File: src/rtl/apb_multi_slave_bridge_if.sv
// rtl/apb_multi_slave_bridge_if.sv - request/response and shared APB bus bundle for the multi-slave bridge
interface apb_multi_slave_bridge_if #(
  parameter int ADDR_WIDTH = 32,
  parameter int DATA_WIDTH = 32,
  parameter int PROT_WIDTH = 3,
  parameter int NUM_SLAVES = 4
);
  logic                             MREQ;
  logic [ADDR_WIDTH-1:0]            MADDR;
  logic                             MWRITE;
  logic [DATA_WIDTH-1:0]            MWDATA;
  logic [DATA_WIDTH/8-1:0]          MSTRB;
  logic [PROT_WIDTH-1:0]            MPROT;
  logic                             MREADY;
  logic [DATA_WIDTH-1:0]            MRDATA;
  logic                             MSLVERR;
  logic [ADDR_WIDTH-1:0]            PADDR;
  logic                             PWRITE;
  logic [DATA_WIDTH-1:0]            PWDATA;
  logic [DATA_WIDTH/8-1:0]          PSTRB;
  logic [PROT_WIDTH-1:0]            PPROT;
  logic [NUM_SLAVES-1:0]            PSEL;
  logic                             PENABLE;
  logic [NUM_SLAVES-1:0]            PREADY_S;
  logic [NUM_SLAVES*DATA_WIDTH-1:0] PRDATA_S;
  logic [NUM_SLAVES-1:0]            PSLVERR_S;

  // master: the bridge itself; slave: requester plus the APB slaves around it
  modport master (
    input  MREQ, MADDR, MWRITE, MWDATA, MSTRB, MPROT, PREADY_S, PRDATA_S, PSLVERR_S,
    output MREADY, MRDATA, MSLVERR, PADDR, PWRITE, PWDATA, PSTRB, PPROT, PSEL, PENABLE
  );
  modport slave (
    output MREQ, MADDR, MWRITE, MWDATA, MSTRB, MPROT, PREADY_S, PRDATA_S, PSLVERR_S,
    input  MREADY, MRDATA, MSLVERR, PADDR, PWRITE, PWDATA, PSTRB, PPROT, PSEL, PENABLE
  );
endinterface

File: src/rtl/apb_multi_slave_bridge.sv
// rtl/apb_multi_slave_bridge.sv - APB requester bridge with N-slave decode and response mux
// Optional ACCESS wait timeout enabled by defining APB_TIMEOUT_EN.
module apb_multi_slave_bridge #(
  parameter int ADDR_WIDTH     = 32,
  parameter int DATA_WIDTH     = 32,
  parameter int PROT_WIDTH     = 3,
  parameter int NUM_SLAVES     = 4,
  parameter int SEL_LSB        = 12,
  parameter int TIMEOUT_CYCLES = 16
) (
  input  logic                   PCLK,
  input  logic                   PRESET,
  apb_multi_slave_bridge_if.master bus
);
  localparam int SEL_BITS = (NUM_SLAVES > 1) ? $clog2(NUM_SLAVES) : 1;
  localparam logic [SEL_BITS:0] SLAVE_COUNT = (SEL_BITS+1)'(NUM_SLAVES);

  typedef enum logic [1:0] {IDLE, SETUP, ACCESS, DERR} state_t;

  state_t                state, state_d;
  logic [SEL_BITS-1:0]   idx, idx_q;
  logic                  hit, accept, complete, abort, timed_out;
  logic [NUM_SLAVES-1:0] sel_dec;
  logic                  sel_ready, sel_err;
  logic [DATA_WIDTH-1:0] sel_rdata;

  assign idx = bus.MADDR[SEL_LSB +: SEL_BITS];
  assign hit = {1'b0, idx} < SLAVE_COUNT;

  // Decode of the incoming index and response mux keyed on the latched index
  always_comb begin
    sel_dec   = '0;
    sel_ready = 1'b0;
    sel_err   = 1'b0;
    sel_rdata = '0;
    for (int i = 0; i < NUM_SLAVES; i++) begin
      sel_dec[i] = (idx == SEL_BITS'(i));
      if (idx_q == SEL_BITS'(i)) begin
        sel_ready = bus.PREADY_S[i];
        sel_err   = bus.PSLVERR_S[i];
        sel_rdata = bus.PRDATA_S[i*DATA_WIDTH +: DATA_WIDTH];
      end
    end
  end

`ifdef APB_TIMEOUT_EN
  localparam int CNT_BITS = $clog2(TIMEOUT_CYCLES + 1);
  logic [CNT_BITS-1:0] wait_cnt;

  always_ff @(posedge PCLK) begin
    if (PRESET || state != ACCESS) begin
      wait_cnt <= '0;
    end else if (!sel_ready) begin
      wait_cnt <= wait_cnt + 1'b1;
    end
  end

  // True on the edge that would complete the TIMEOUT_CYCLES-th unanswered wait
  assign timed_out = (wait_cnt == CNT_BITS'(TIMEOUT_CYCLES - 1));
`else
  assign timed_out = 1'b0;
`endif

  always_ff @(posedge PCLK) begin
    if (PRESET) state <= IDLE;
    else        state <= state_d;
  end

  always_comb begin
    state_d  = state;
    accept   = 1'b0;
    complete = 1'b0;
    abort    = 1'b0;
    case (state)
      IDLE: begin
        if (bus.MREQ && !bus.MREADY) begin
          accept  = 1'b1;
          state_d = hit ? SETUP : DERR;
        end
      end
      SETUP:  state_d = ACCESS;
      ACCESS: begin
        if (sel_ready) begin
          complete = 1'b1;
          state_d  = IDLE;
        end else if (timed_out) begin
          abort   = 1'b1;
          state_d = DERR;
        end
      end
      DERR:    state_d = IDLE;
      default: state_d = IDLE;
    endcase
  end

  // DERR doubles as the error-completion cycle for both decode misses and timeouts
  always_ff @(posedge PCLK) begin
    if (PRESET) begin
      bus.PADDR   <= '0;
      bus.PWRITE  <= 1'b0;
      bus.PWDATA  <= '0;
      bus.PSTRB   <= '0;
      bus.PPROT   <= '0;
      bus.PSEL    <= '0;
      bus.PENABLE <= 1'b0;
      bus.MREADY  <= 1'b0;
      bus.MSLVERR <= 1'b0;
      bus.MRDATA  <= '0;
      idx_q       <= '0;
    end else begin
      bus.MREADY  <= 1'b0;
      bus.MSLVERR <= 1'b0;
      bus.MRDATA  <= '0;
      if (accept) begin
        bus.PADDR  <= bus.MADDR;
        bus.PWRITE <= bus.MWRITE;
        bus.PWDATA <= bus.MWDATA;
        bus.PSTRB  <= bus.MSTRB;
        bus.PPROT  <= bus.MPROT;
        bus.PSEL   <= sel_dec;
        idx_q      <= idx;
      end
      if (state == SETUP) bus.PENABLE <= 1'b1;
      if (complete || abort) begin
        bus.PSEL    <= '0;
        bus.PENABLE <= 1'b0;
      end
      if (complete) begin
        bus.MREADY  <= 1'b1;
        bus.MSLVERR <= sel_err;
        bus.MRDATA  <= bus.PWRITE ? '0 : sel_rdata;
      end
      if (state == DERR) begin
        bus.MREADY  <= 1'b1;
        bus.MSLVERR <= 1'b1;
      end
    end
  end
endmodule
File: src/flat_wrapper.sv
// flat-port wrapper written by rule: the top's interface ports become plain ports
module apb_multi_slave_bridge_flat 
#(
  parameter int ADDR_WIDTH     = 32,
  parameter int DATA_WIDTH     = 32,
  parameter int PROT_WIDTH     = 3,
  parameter int NUM_SLAVES     = 4,
  parameter int SEL_LSB        = 12,
  parameter int TIMEOUT_CYCLES = 16
)
  (PCLK, PRESET, bus_MREQ, bus_MADDR, bus_MWRITE, bus_MWDATA, bus_MSTRB, bus_MPROT, bus_PREADY_S, bus_PRDATA_S, bus_PSLVERR_S, bus_MREADY, bus_MRDATA, bus_MSLVERR, bus_PADDR, bus_PWRITE, bus_PWDATA, bus_PSTRB, bus_PPROT, bus_PSEL, bus_PENABLE);
  apb_multi_slave_bridge_if #(.ADDR_WIDTH(ADDR_WIDTH), .DATA_WIDTH(DATA_WIDTH), .PROT_WIDTH(PROT_WIDTH), .NUM_SLAVES(NUM_SLAVES)) bus_i ();
  input  logic PCLK;
  input  logic PRESET;
  input wire logic [$bits(bus_i.MREQ)-1:0] bus_MREQ;
  input wire logic [$bits(bus_i.MADDR)-1:0] bus_MADDR;
  input wire logic [$bits(bus_i.MWRITE)-1:0] bus_MWRITE;
  input wire logic [$bits(bus_i.MWDATA)-1:0] bus_MWDATA;
  input wire logic [$bits(bus_i.MSTRB)-1:0] bus_MSTRB;
  input wire logic [$bits(bus_i.MPROT)-1:0] bus_MPROT;
  input wire logic [$bits(bus_i.PREADY_S)-1:0] bus_PREADY_S;
  input wire logic [$bits(bus_i.PRDATA_S)-1:0] bus_PRDATA_S;
  input wire logic [$bits(bus_i.PSLVERR_S)-1:0] bus_PSLVERR_S;
  output wire logic [$bits(bus_i.MREADY)-1:0] bus_MREADY;
  output wire logic [$bits(bus_i.MRDATA)-1:0] bus_MRDATA;
  output wire logic [$bits(bus_i.MSLVERR)-1:0] bus_MSLVERR;
  output wire logic [$bits(bus_i.PADDR)-1:0] bus_PADDR;
  output wire logic [$bits(bus_i.PWRITE)-1:0] bus_PWRITE;
  output wire logic [$bits(bus_i.PWDATA)-1:0] bus_PWDATA;
  output wire logic [$bits(bus_i.PSTRB)-1:0] bus_PSTRB;
  output wire logic [$bits(bus_i.PPROT)-1:0] bus_PPROT;
  output wire logic [$bits(bus_i.PSEL)-1:0] bus_PSEL;
  output wire logic [$bits(bus_i.PENABLE)-1:0] bus_PENABLE;
  assign bus_i.MREQ = bus_MREQ;
  assign bus_i.MADDR = bus_MADDR;
  assign bus_i.MWRITE = bus_MWRITE;
  assign bus_i.MWDATA = bus_MWDATA;
  assign bus_i.MSTRB = bus_MSTRB;
  assign bus_i.MPROT = bus_MPROT;
  assign bus_i.PREADY_S = bus_PREADY_S;
  assign bus_i.PRDATA_S = bus_PRDATA_S;
  assign bus_i.PSLVERR_S = bus_PSLVERR_S;
  assign bus_MREADY = bus_i.MREADY;
  assign bus_MRDATA = bus_i.MRDATA;
  assign bus_MSLVERR = bus_i.MSLVERR;
  assign bus_PADDR = bus_i.PADDR;
  assign bus_PWRITE = bus_i.PWRITE;
  assign bus_PWDATA = bus_i.PWDATA;
  assign bus_PSTRB = bus_i.PSTRB;
  assign bus_PPROT = bus_i.PPROT;
  assign bus_PSEL = bus_i.PSEL;
  assign bus_PENABLE = bus_i.PENABLE;
  apb_multi_slave_bridge #(.ADDR_WIDTH(ADDR_WIDTH), .DATA_WIDTH(DATA_WIDTH), .PROT_WIDTH(PROT_WIDTH), .NUM_SLAVES(NUM_SLAVES), .SEL_LSB(SEL_LSB), .TIMEOUT_CYCLES(TIMEOUT_CYCLES)) u_core (.PCLK(PCLK), .PRESET(PRESET), .bus(bus_i));
endmodule
File: config.mk
export PLATFORM = sky130hd
export DESIGN_NAME = apb_multi_slave_bridge_flat
export DESIGN_NICKNAME = d
export VERILOG_FILES = /design/src/rtl/apb_multi_slave_bridge_if.sv /design/src/rtl/apb_multi_slave_bridge.sv /design/src/flat_wrapper.sv
export SDC_FILE = /design/constraint.sdc
export NUM_CORES = 1
export LEC_CHECK = 0
export BUFFER_PORTS_ARGS = -buffer_cell sky130_fd_sc_hd__clkbuf_2
export CORE_AREA = 3 3 125 127
export CTS_CLUSTER_SIZE = 40
export DETAILED_ROUTE_END_ITERATION = 8
export DIE_AREA = 0 0 128 130
export HOLD_SLACK_MARGIN = 0.12
export PLACE_DENSITY = 0.68
export SETUP_SLACK_MARGIN = 0.15
export SYNTH_ARGS = -nofsm -noshare
export SYNTH_HDL_FRONTEND = slang
export SYNTH_SLANG_ARGS = --single-unit
export TNS_END_PERCENT = 30
File: constraint.sdc
create_clock -name PCLK -period 2.29 [get_ports PCLK]
set_clock_uncertainty 0.05 [all_clocks]
set_input_delay 0.1145 -clock PCLK [delete_from_list [all_inputs] [get_ports PCLK]]
set_output_delay 0.1145 -clock PCLK [all_outputs]
set_load 0.005 [all_outputs]
* After elaboration in Yosys (flattened, before gate mapping) *
Cells that the tools add are included.

storage, ports and cells
  register bits = 115
  bits of input ports = 211
  output and inout bits = 111
  word-level logic and storage cells = 55

operators by class
  equal/unequal tests = 11
  mux-type cells = 23
  bitwise logic cells = 1
  reductions and logical operators = 8

operator list
  operator                                                                  count
  32-bit two-way mux                                                        4
  1-bit two-way mux                                                         16
  2-bit == test (second input constant)                                     6
  2-bit one-hot mux with 4 select lines                                     1
  2-bit by 1-bit == test with 1-bit output (second input constant)          3
  2-bit logical NOT                                                         3
  2-bit two-way mux                                                         2
  2-bit by 1-bit inequality test with 1-bit output (second input constant)  2
  3-bit OR reduction                                                        1
  2-bit AND reduction                                                       1
  2-bit OR reduction                                                        1
  1-bit logical AND                                                         1
  1-bit logical NOT                                                         1
  1-bit NOT                                                                 1

* Logic depth before layout (Yosys ltp) *
Gate-level depths: netlist of run 1.

  word-level depth = 9
  mapped depth = 7
  depth with buffers taken out = 3

* Worst setup path before layout of run 1 *
Ideal clock, no wire load.

  path kind = register -> register
  start = register u_core.state[0]
  end = register u_core.bus.PWDATA[10]
  setup time = 132 ps
  arrival = 1550 ps
  setup slack = 558 ps
  cell stages (with the launch flop) = 8
  buffers on the path = 4
  period minus slack after synthesis = 1732 ps
  cell sequence = dfxtp_1 -> buf_2 -> or4b_1 -> clkbuf_1 -> buf_2 -> clkbuf_1 -> nand2_1 -> a21oi_1

on the way
  longest elaborated chain between the ends = 2

ends and longest elaborated chain
  item                    RTL line                         text
  from (decl)             apb_multi_slave_bridge.sv:20     state_t state, state_d;
  from (signal assigned)  apb_multi_slave_bridge.sv:66     else state <= state_d;
  2-bit logical NOT       apb_multi_slave_bridge.sv:74     case (state)
  1-bit two-way mux       apb_multi_slave_bridge.sv:74
  to (signal assigned)    apb_multi_slave_bridge.sv:117    bus.PWDATA <= bus.MWDATA;
  to (decl)               apb_multi_slave_bridge_if.sv:31  output MREADY, MRDATA, MSLVERR, PADDR, PWRITE, PWDATA, PSTRB, PPROT, PSEL, PENABLE

Every way passes these cells.
A chain may end at the register's enable or synchronous reset.

* Final worst setup path of run 1 *
  start = register u_core.idx_q[0]
  end = register u_core.bus.MRDATA[24]

on the way
  longest elaborated chain between the ends = 9
  elaborated cells between the ends (all ways) = 16
  classes of those cells = 3 x eq/ne; 10 x mux; 1 x bitwise; 2 x reduce/logical

ends and longest elaborated chain
  item                                 RTL line                         text
  from (decl)                          apb_multi_slave_bridge.sv:21     logic [SEL_BITS-1:0] idx, idx_q;
  from (signal assigned)               apb_multi_slave_bridge.sv:121    idx_q <= idx;
  2-bit logical NOT                    apb_multi_slave_bridge.sv:38     if (idx_q == SEL_BITS'(i)) begin
  1-bit two-way mux (4 in series)      apb_multi_slave_bridge.sv:38
  1-bit two-way mux                    apb_multi_slave_bridge.sv:83     if (sel_ready) begin
  1-bit two-way mux                    apb_multi_slave_bridge.sv:74
  1-bit NOT (no source line)           --
  3-bit OR reduction (no source line)  --
  to (signal assigned)                 apb_multi_slave_bridge.sv:131    bus.MRDATA <= bus.PWRITE ? '0 : sel_rdata;
  to (decl)                            apb_multi_slave_bridge_if.sv:31

Several ways; a longest one is shown, not always the timed one.

==> results.yml, run 1 <==
status:
  status: "finished, final reports clean"
setup_path:
  critPathMaxStageDelay_ns: 0.58
  cp_max_fo: 18
  worstSetupPathType: "register to register"
  start_kind: "register"
  reg2reg_from: "u_core.idx_q[0]$_SDFFE_PP0P_"
  cp_cell_sequence: "buf_12 -> mux4_2 -> dlygate4sd3_1 -> and3_1"
  endpoint_kind: "register"
  startpoint: "u_core.idx_q[0]$_SDFFE_PP0P_"
  critPathRequiredTime_ns: 2.53
  critPathSlowestCell: "dlygate4sd3_1"
  worstPathArrival_ns: 2.30
timing:
  slew_violations: 0
  finalSetupTns_ns: 0
  period_share_pct: 89.67
  rsz0062_at_grt: "false"
  slew_headroom_pct: 41.79
  finalSetupViolCount: 0
  tightest_slew_ns: 0.8731
  final.min_clock_period_ns: 2.053
  hold_viol_final: 0
  fmax_ghz: 0.4870
cells_and_area:
  final_core_util_pct: 55.31
  nets: 1105
  fill_cells: 1248
  syn2layout_area_growth_pct: 80.12
  num_antenna_cells: 0
  final_cell_count_no_fill: 1090
  layout-drive-gt1-share_pct: 43.93
worst_hold_path:
  hold_path.class: "input pin to register"
  hp-start: "bus_PRDATA_S[1]"
die:
  die_h_um: 130
  core_area_sq_um: 14530
  die_area_sq_um: 16640
  die_w_um: 128
  rows: 44
  ios: 322
  initial_core_util_pct: 30.71
logic_synthesis:
  syn_area_per_cell_sq_um: 9.619
  synth_top_cell_area_share_pct: 50.69
  syn_nets: 675
  synth_cells: 464
  synth_seq_area_share_pct: 50.69
  synthesis.area_sq_um: 4463
  ys_types: 20
  synth.area.top_cells: "dfxtp_1 51%, mux4_2 17%, nand2_1 13%, a21oi_1 8.4%, and3_1 4.5%"
  synth_area_leader_cell: "dfxtp_1"
  ys.warnings.count: 0
  synth-seq-cells: 113
routing:
  wl_per_cell_um: 16.75
  met2_length_mm: 9.398
  wl_mm: 18.26
  wl_met3_mm: 1.487
  met1Wirelength_mm: 6.792
  ant_nets: 0
  drt_pass1_iterations: 4
  via_count: 5064
  drc: 0
  highest_layer: "met5"
  avgViaCountPerCell: 4.646
  first_iter_violations: 273
place:
  gp_congestion: 0.8877
  io_buffers: 321
  dp_hpwl_mm: 12.35
  placed_cells: 937
power:
  p_leak_nw: 3.855
  powerDensity_nw_per_um2: 699.3
  ir_drop_uv: 454.0
cts:
  ctsLongestPathBuffers: 2
  clkSinkCount: 113
  cts_setup_buffers: 0
  cts_root_buf: "clkbuf_16"
  cts_inserted_buffers: 17
  cts_tree: "yes"
  cts-resized-gates: 0
  cts-htree-levels: 4
  clk_latency_ns: 0.40
  path_clk_slew_ns: 0.05
global_route:
  grtUsageTotal_pct: 20.81
  grt_max_degree: 80
  antenna_found_initial: 2
  grt_overflow_total: 0
  grt_pass1_wl_mm: 26.74
  grt_pass1_vias: 5059
flow_run:
  maxCapViolations: 0
routing by layer:
metal	GRT usage, %	vias up
met2	37.22	234
li1	-	2454
met4	7.803	4
met1	22.71	2328
met3	7.409	44
met5	0	-
kinds of logic after synthesis:
group                  share of synthesized area, %
buffers and inverters                         3.925
AOI/OAI and AO/OA                             9.195
muxes                                         17.16
and+or+nand+nor                               19.04
DFF                                           50.69
Yosys cell counts, drive strengths merged:
cell,n
inv,1
clkbuf,26
and3,32
buf,15
nor4b,1
nand2b,1
nand3,1
nand2,149
nand3b,2
dfxtp,113
a211oi,4
mux4,34
nor3,2
or3,2
or4b,1
a21oi,75
nor3b,1
nor2,4
layout by cell type (no fill, tap or decap), drive strengths merged, types with 4 or more instances in the layout:
cell type    Yosys  routed
and3            32      32
a211oi           4       4
dlygate4sd3      0     121
nor2             4       4
buf             15       9
clkbuf          26     348
nand2          149     149
a21oi           75      75
mux4            34      34
clkinv           0       4
dfxtp          113     113
area by class of cell:
cell class / count / area, sq um / share of cell area [%]
clock buffers: 26 / 519.2 / 6.459
well taps: 184 / 230.2 / 2.864
repair buffers: 452 / 2935 / 36.51
multi-input cells: 309 / 2037 / 25.34
flip-flops and latches: 113 / 2263 / 28.16
inverters: 1 / 3.754 / 0.04669
clock inverters: 5 / 50.05 / 0.6226
where the power goes:
part,switching (W),total [W],internal (W)
logic,0.000423,0.000981,0.000558
registers,0.0000549,0.00213,0.00207
clock network,0.000862,0.00251,0.00165
sequential cells by signal (all words and copies together) (netlist names):
| register | flops |
|---|---|
| u_core.bus.PWRITE | 1 |
| u_core.bus.PADDR | 31 |
| u_core.bus.PENABLE | 1 |
| u_core.state | 2 |
| u_core.bus.PSEL | 4 |
| u_core.idx_q | 1 |
| u_core.bus.PPROT | 3 |
| u_core.bus.MREADY | 1 |
| u_core.bus.MRDATA | 32 |
| u_core.bus.MSLVERR | 1 |
| u_core.bus.PSTRB | 4 |
| u_core.bus.PWDATA | 32 |
per-stage QoR:
stage	power, W	instance area, sq um	setup slack (ns)	hold WS (ns)
2_1_floorplan	0.002543	4463	0.5579	0.2005
4_1_cts	0.005653	8004	0.1828	0.1202
5_1_grt	0.005863	8039	0.1551	0.1310
3_3_place_gp	0.002914	6233	0.3417	0.2880
6_report	0.005621	8039	0.2366	0.1397
3_5_place_dp	0.002927	6233	0.3307	0.2920
worst max-delay path, delay by kind of cell (launching register included):
kind                   cells  cell delay (ns)
DFF                        1             0.40
muxes                      1             0.52
buffers and inverters      2             0.79
and+or+nand+nor            1             0.18
what timing repair did:
| item | in CTS | in global routing |
|---|---|---|
| hold endpoints to repair | 102 | 1 |
| hold buffers | 120 | 1 |
| setup endpoints to repair | 0 | 23 |
final timing paths:
kind         depth (start not counted)  slack [ns]                           endpoint
max                                  4        0.24   u_core.bus.MRDATA[24]$_SDFF_PP0_
min                                  3        0.14    u_core.bus.MRDATA[1]$_SDFF_PP0_
max reg2reg                          4        0.24   u_core.bus.MRDATA[24]$_SDFF_PP0_
min reg2reg                          2        0.40  u_core.bus.PWDATA[5]$_SDFFE_PP0P_
Note: power is estimated with default switching activity, not from simulation.
==> run 2: changes to the inputs <==
--- a/config.mk
+++ b/config.mk
@@ -6,10 +6,11 @@
 export NUM_CORES = 1
 export LEC_CHECK = 0
 export BUFFER_PORTS_ARGS = -buffer_cell sky130_fd_sc_hd__clkbuf_2
-export CORE_AREA = 3 3 125 127
+export CORE_AREA = 3 3 124 126
+export CTS_BUF_LIST = sky130_fd_sc_hd__clkbuf_4
 export CTS_CLUSTER_SIZE = 40
 export DETAILED_ROUTE_END_ITERATION = 8
-export DIE_AREA = 0 0 128 130
+export DIE_AREA = 0 0 127 129
 export HOLD_SLACK_MARGIN = 0.12
 export PLACE_DENSITY = 0.68
 export SETUP_SLACK_MARGIN = 0.15
==> run 2 against run 1 <==
  * The flow now stops in clock tree synthesis (4_1_cts)
  * Area after synthesis is the same
  * Synthesized cell count unchanged
==> results.yml, run 2 <==
cts:
  cts-resized-gates: 0
  cts.hold.buffers_added: 195
  cts_setup_buffers: 0
  cts_root_buf: "clkbuf_4"
  cts-htree-levels: 4
  clkSinkCount: 113
  ctsLongestPathBuffers: 2
  cts_inserted_buffers: 17
logic_synthesis:
  syn_area_per_cell_sq_um: 9.619
  synthesis.area_sq_um: 4463
  synth_seq_area_share_pct: 50.69
  synth_most_common_cell: "nand2_1"
  syn_nets: 675
  synth_area_leader_cell: "dfxtp_1"
  synth_edf_count: 0
  yosys-top-cells-count: "149 x nand2_1, 113 x dfxtp_1, 75 x a21oi_1, 34 x mux4_2, 32 x and3_1"
  ys.flop_type: "dfxtp_1"
  synth.area.top_cells: "dfxtp_1 51%, mux4_2 17%, nand2_1 13%, a21oi_1 8.4%, and3_1 4.5%"
  postSynth.asyncResetShare_pct: 0
  ys.warnings.count: 0
  synth-seq-cells: 113
  ys_types: 20
  synth_top_cell_area_share_pct: 50.69
  synth_cells: 464
place:
  dp_hpwl_mm: 11.73
  placed_cells: 939
  io_buffers: 321
  pre_cts_ws_ns: 0.4863
  gp_congestion: 0.8799
status:
  status: "stopped before the end"
  failing_step: "clock tree synthesis (4_1_cts)"
  error_line: "[ERROR RSZ-0060] Max buffer count reached."
die:
  rows: 44
  die_h_um: 129
  ios: 322
  die_w_um: 127
  initial_core_util_pct: 30.94
==> run 2: cell counts after synthesis <==
Identical to the previous run, type by type.
==> run 2: through the flow <==
stage	util (%)	instance area (sq um)	hold WS, ns
2_1_floorplan	-	4463	0.2005
3_3_place_gp	43.35	6252	0.2866
3_5_place_dp	43.35	6252	0.2916
==> run 2: cell families after synthesis <==
group / after synthesis / share of synthesized area, %
compound gates: 79 / 9.195
buf+inv: 42 / 3.925
flops: 113 / 50.69
mux: 34 / 17.16
simple gates: 196 / 19.04
==> run 3: changes to the inputs <==
--- a/config.mk
+++ b/config.mk
@@ -6,14 +6,10 @@
 export NUM_CORES = 1
 export LEC_CHECK = 0
 export BUFFER_PORTS_ARGS = -buffer_cell sky130_fd_sc_hd__clkbuf_2
-export CORE_AREA = 3 3 124 126
-export CTS_BUF_LIST = sky130_fd_sc_hd__clkbuf_4
-export CTS_CLUSTER_SIZE = 40
+export CORE_AREA = 3 3 123 125
 export DETAILED_ROUTE_END_ITERATION = 8
-export DIE_AREA = 0 0 127 129
-export HOLD_SLACK_MARGIN = 0.12
-export PLACE_DENSITY = 0.68
-export SETUP_SLACK_MARGIN = 0.15
+export DIE_AREA = 0 0 126 128
+export PLACE_DENSITY_LB_ADDON = 0.15
 export SYNTH_ARGS = -nofsm -noshare
 export SYNTH_HDL_FRONTEND = slang
 export SYNTH_SLANG_ARGS = --single-unit
==> run 3 against run 2 <==
  * The run now ends clean
==> results.yml, run 3 (synthesized netlist as in run 1, its figures left out) <==
status:
  status: "finished, final reports clean"
place:
  dp_hpwl_mm: 12.23
  place_area_sq_um: 6236
  gp_congestion: 0.8594
  io_buffers: 321
cells_and_area:
  num_antenna_cells: 0
  biggestRegsByFlops: "u_core.bus.MRDATA x32, u_core.bus.PWDATA x32, u_core.bus.PADDR x31"
  nets: 1056
  fin_area_sq_um: 7601
  final_common_cell: "clkbuf_2"
  syn2layout_area_growth_pct: 70.31
  fill_cells: 1279
  layout-drive-gt1-share_pct: 46.62
  final_cell_mix: "321 x clkbuf_2, 149 x nand2_1, 112 x dfxtp_1, 75 x a21oi_1, 72 x dlygate4sd3_1"
timing:
  fmax_ghz: 0.5575
  final.min_clock_period_ns: 1.794
  period_share_pct: 78.34
  rsz0062_at_grt: "false"
  tightest_slew_ns: 0.8142
  finalSetupViolCount: 0
  finalSetupTns_ns: 0
  slew_violations: 0
  hold_viol_final: 0
  slew_headroom_pct: 45.72
setup_path:
  crit_cells: 4
  r2r_cells: 4
  cp_top_family: "simple AND/OR/NAND/NOR gates"
  worstSetupPathType: "register to register"
  critPathSlowestCell: "or4b_2"
  worstPathArrival_ns: 2.00
  critPathRequiredTime_ns: 2.49
  endpoint_kind: "register"
  cp_cell_sequence: "or4b_2 -> buf_4 -> nand2_1 -> a21oi_1"
  start_kind: "register"
  critPathMaxStageDelay_ns: 0.68
  cp_max_fo: 49
  critPathBufInv: 1
cts:
  cts_root_buf: "clkbuf_16"
  cts_tree: "yes"
  path_clk_slew_ns: 0.06
  cts_inserted_buffers: 17
  cts-htree-levels: 4
  cts-resized-gates: 0
  clk_latency_ns: 0.42
  clkSinkCount: 113
  ctsLongestPathBuffers: 2
die:
  rows: 43
  die_h_um: 128
  die_w_um: 126
  die_area_sq_um: 16130
  ios: 322
  core_area_sq_um: 13990
  initial_core_util_pct: 31.91
power:
  powerDensity_nw_per_um2: 773.6
  p_leak_nw: 3.679
  ir_drop_uv: 538.9
flow_run:
  maxCapViolations: 0
global_route:
  grt_pass1_vias: 5035
  grt_overflow_total: 0
  antenna_found_initial: 0
  grtUsageTotal_pct: 20.84
  grt_max_degree: 80
  grt_pass1_wl_mm: 26.35
routing:
  wl_per_cell_um: 16.27
  drc: 0
  drt_pass1_iterations: 4
  wl_mm: 16.89
  first_iter_violations: 202
  ant_nets: 0
  via_count: 4876
  avgViaCountPerCell: 4.697
worst_hold_path:
  hold_depth: 3
  hold_path.class: "input pin to register"
-- run 3: path summary, 6_finish.rpt --
check / start / endpoint / slack [ns]
max: u_core.state[1]$_SDFFE_PP0P_ / u_core.bus.PADDR[26]$_SDFFE_PP0P_ / 0.50
min reg2reg: u_core.bus.PWDATA[3]$_SDFFE_PP0P_ / u_core.bus.PWDATA[3]$_SDFFE_PP0P_ / 0.40
min: PRESET / u_core.bus.MREADY$_SDFF_PP0_ / 0.04
max reg2reg: u_core.state[1]$_SDFFE_PP0P_ / u_core.bus.PADDR[26]$_SDFFE_PP0P_ / 0.50
-- run 3: repair_timing --
action	CTS	global route
endpoints found under the hold margin	75	0
setup endpoints to repair	0	0
buffers inserted	0	0
hold buffers	72	0
-- run 3: metal layers --
metal	track usage (%)	share of wire [%]	vias up	routed length, um
met1	22.77	37	2266	6305
met2	37.93	53	221	8885
met4	8.833	2.4	0	404
li1	-	-	2360	-
met3	5.750	7.7	29	1296
met5	0	0	-	0
-- run 3: worst min-delay path: stages --
cell and delay, ns:
clkbuf_2 0.10, nand2b_1 0.18, nor2_1 0.06
-- run 3: layout make-up --
class | instances | area, sq um | area share, %
tap | 180 | 225.2 | 2.963
clock buffer | 21 | 460.4 | 6.058
multi-input combinational | 309 | 2037 | 26.80
clock inverter | 11 | 183.9 | 2.420
sequential | 113 | 2263 | 29.78
inverter | 1 | 3.754 | 0.04938
timing repair buffer | 403 | 2427 | 31.93
-- run 3: where the power goes --
group	internal, W	total (W)	switching (W)
registers	0.00207	0.00212	0.0000518
clock network	0.00198	0.00290	0.000921
logic	0.000467	0.000857	0.000389
-- run 3: stage by stage --
stage	setup WS [ns]	util [%]	cells	hold WS (ns)	total power, W
after floorplan	0.5579	-	464	0.2005	0.002543
after global placement	0.5656	44.58	934	0.2868	0.002911
after detailed placement	0.5142	44.58	934	0.2938	0.002928
after CTS	0.4979	54.34	1038	0.04295	0.005932
after global routing	0.4371	54.34	1038	0.06534	0.006112
final	0.4961	54.34	1038	0.04106	0.005880
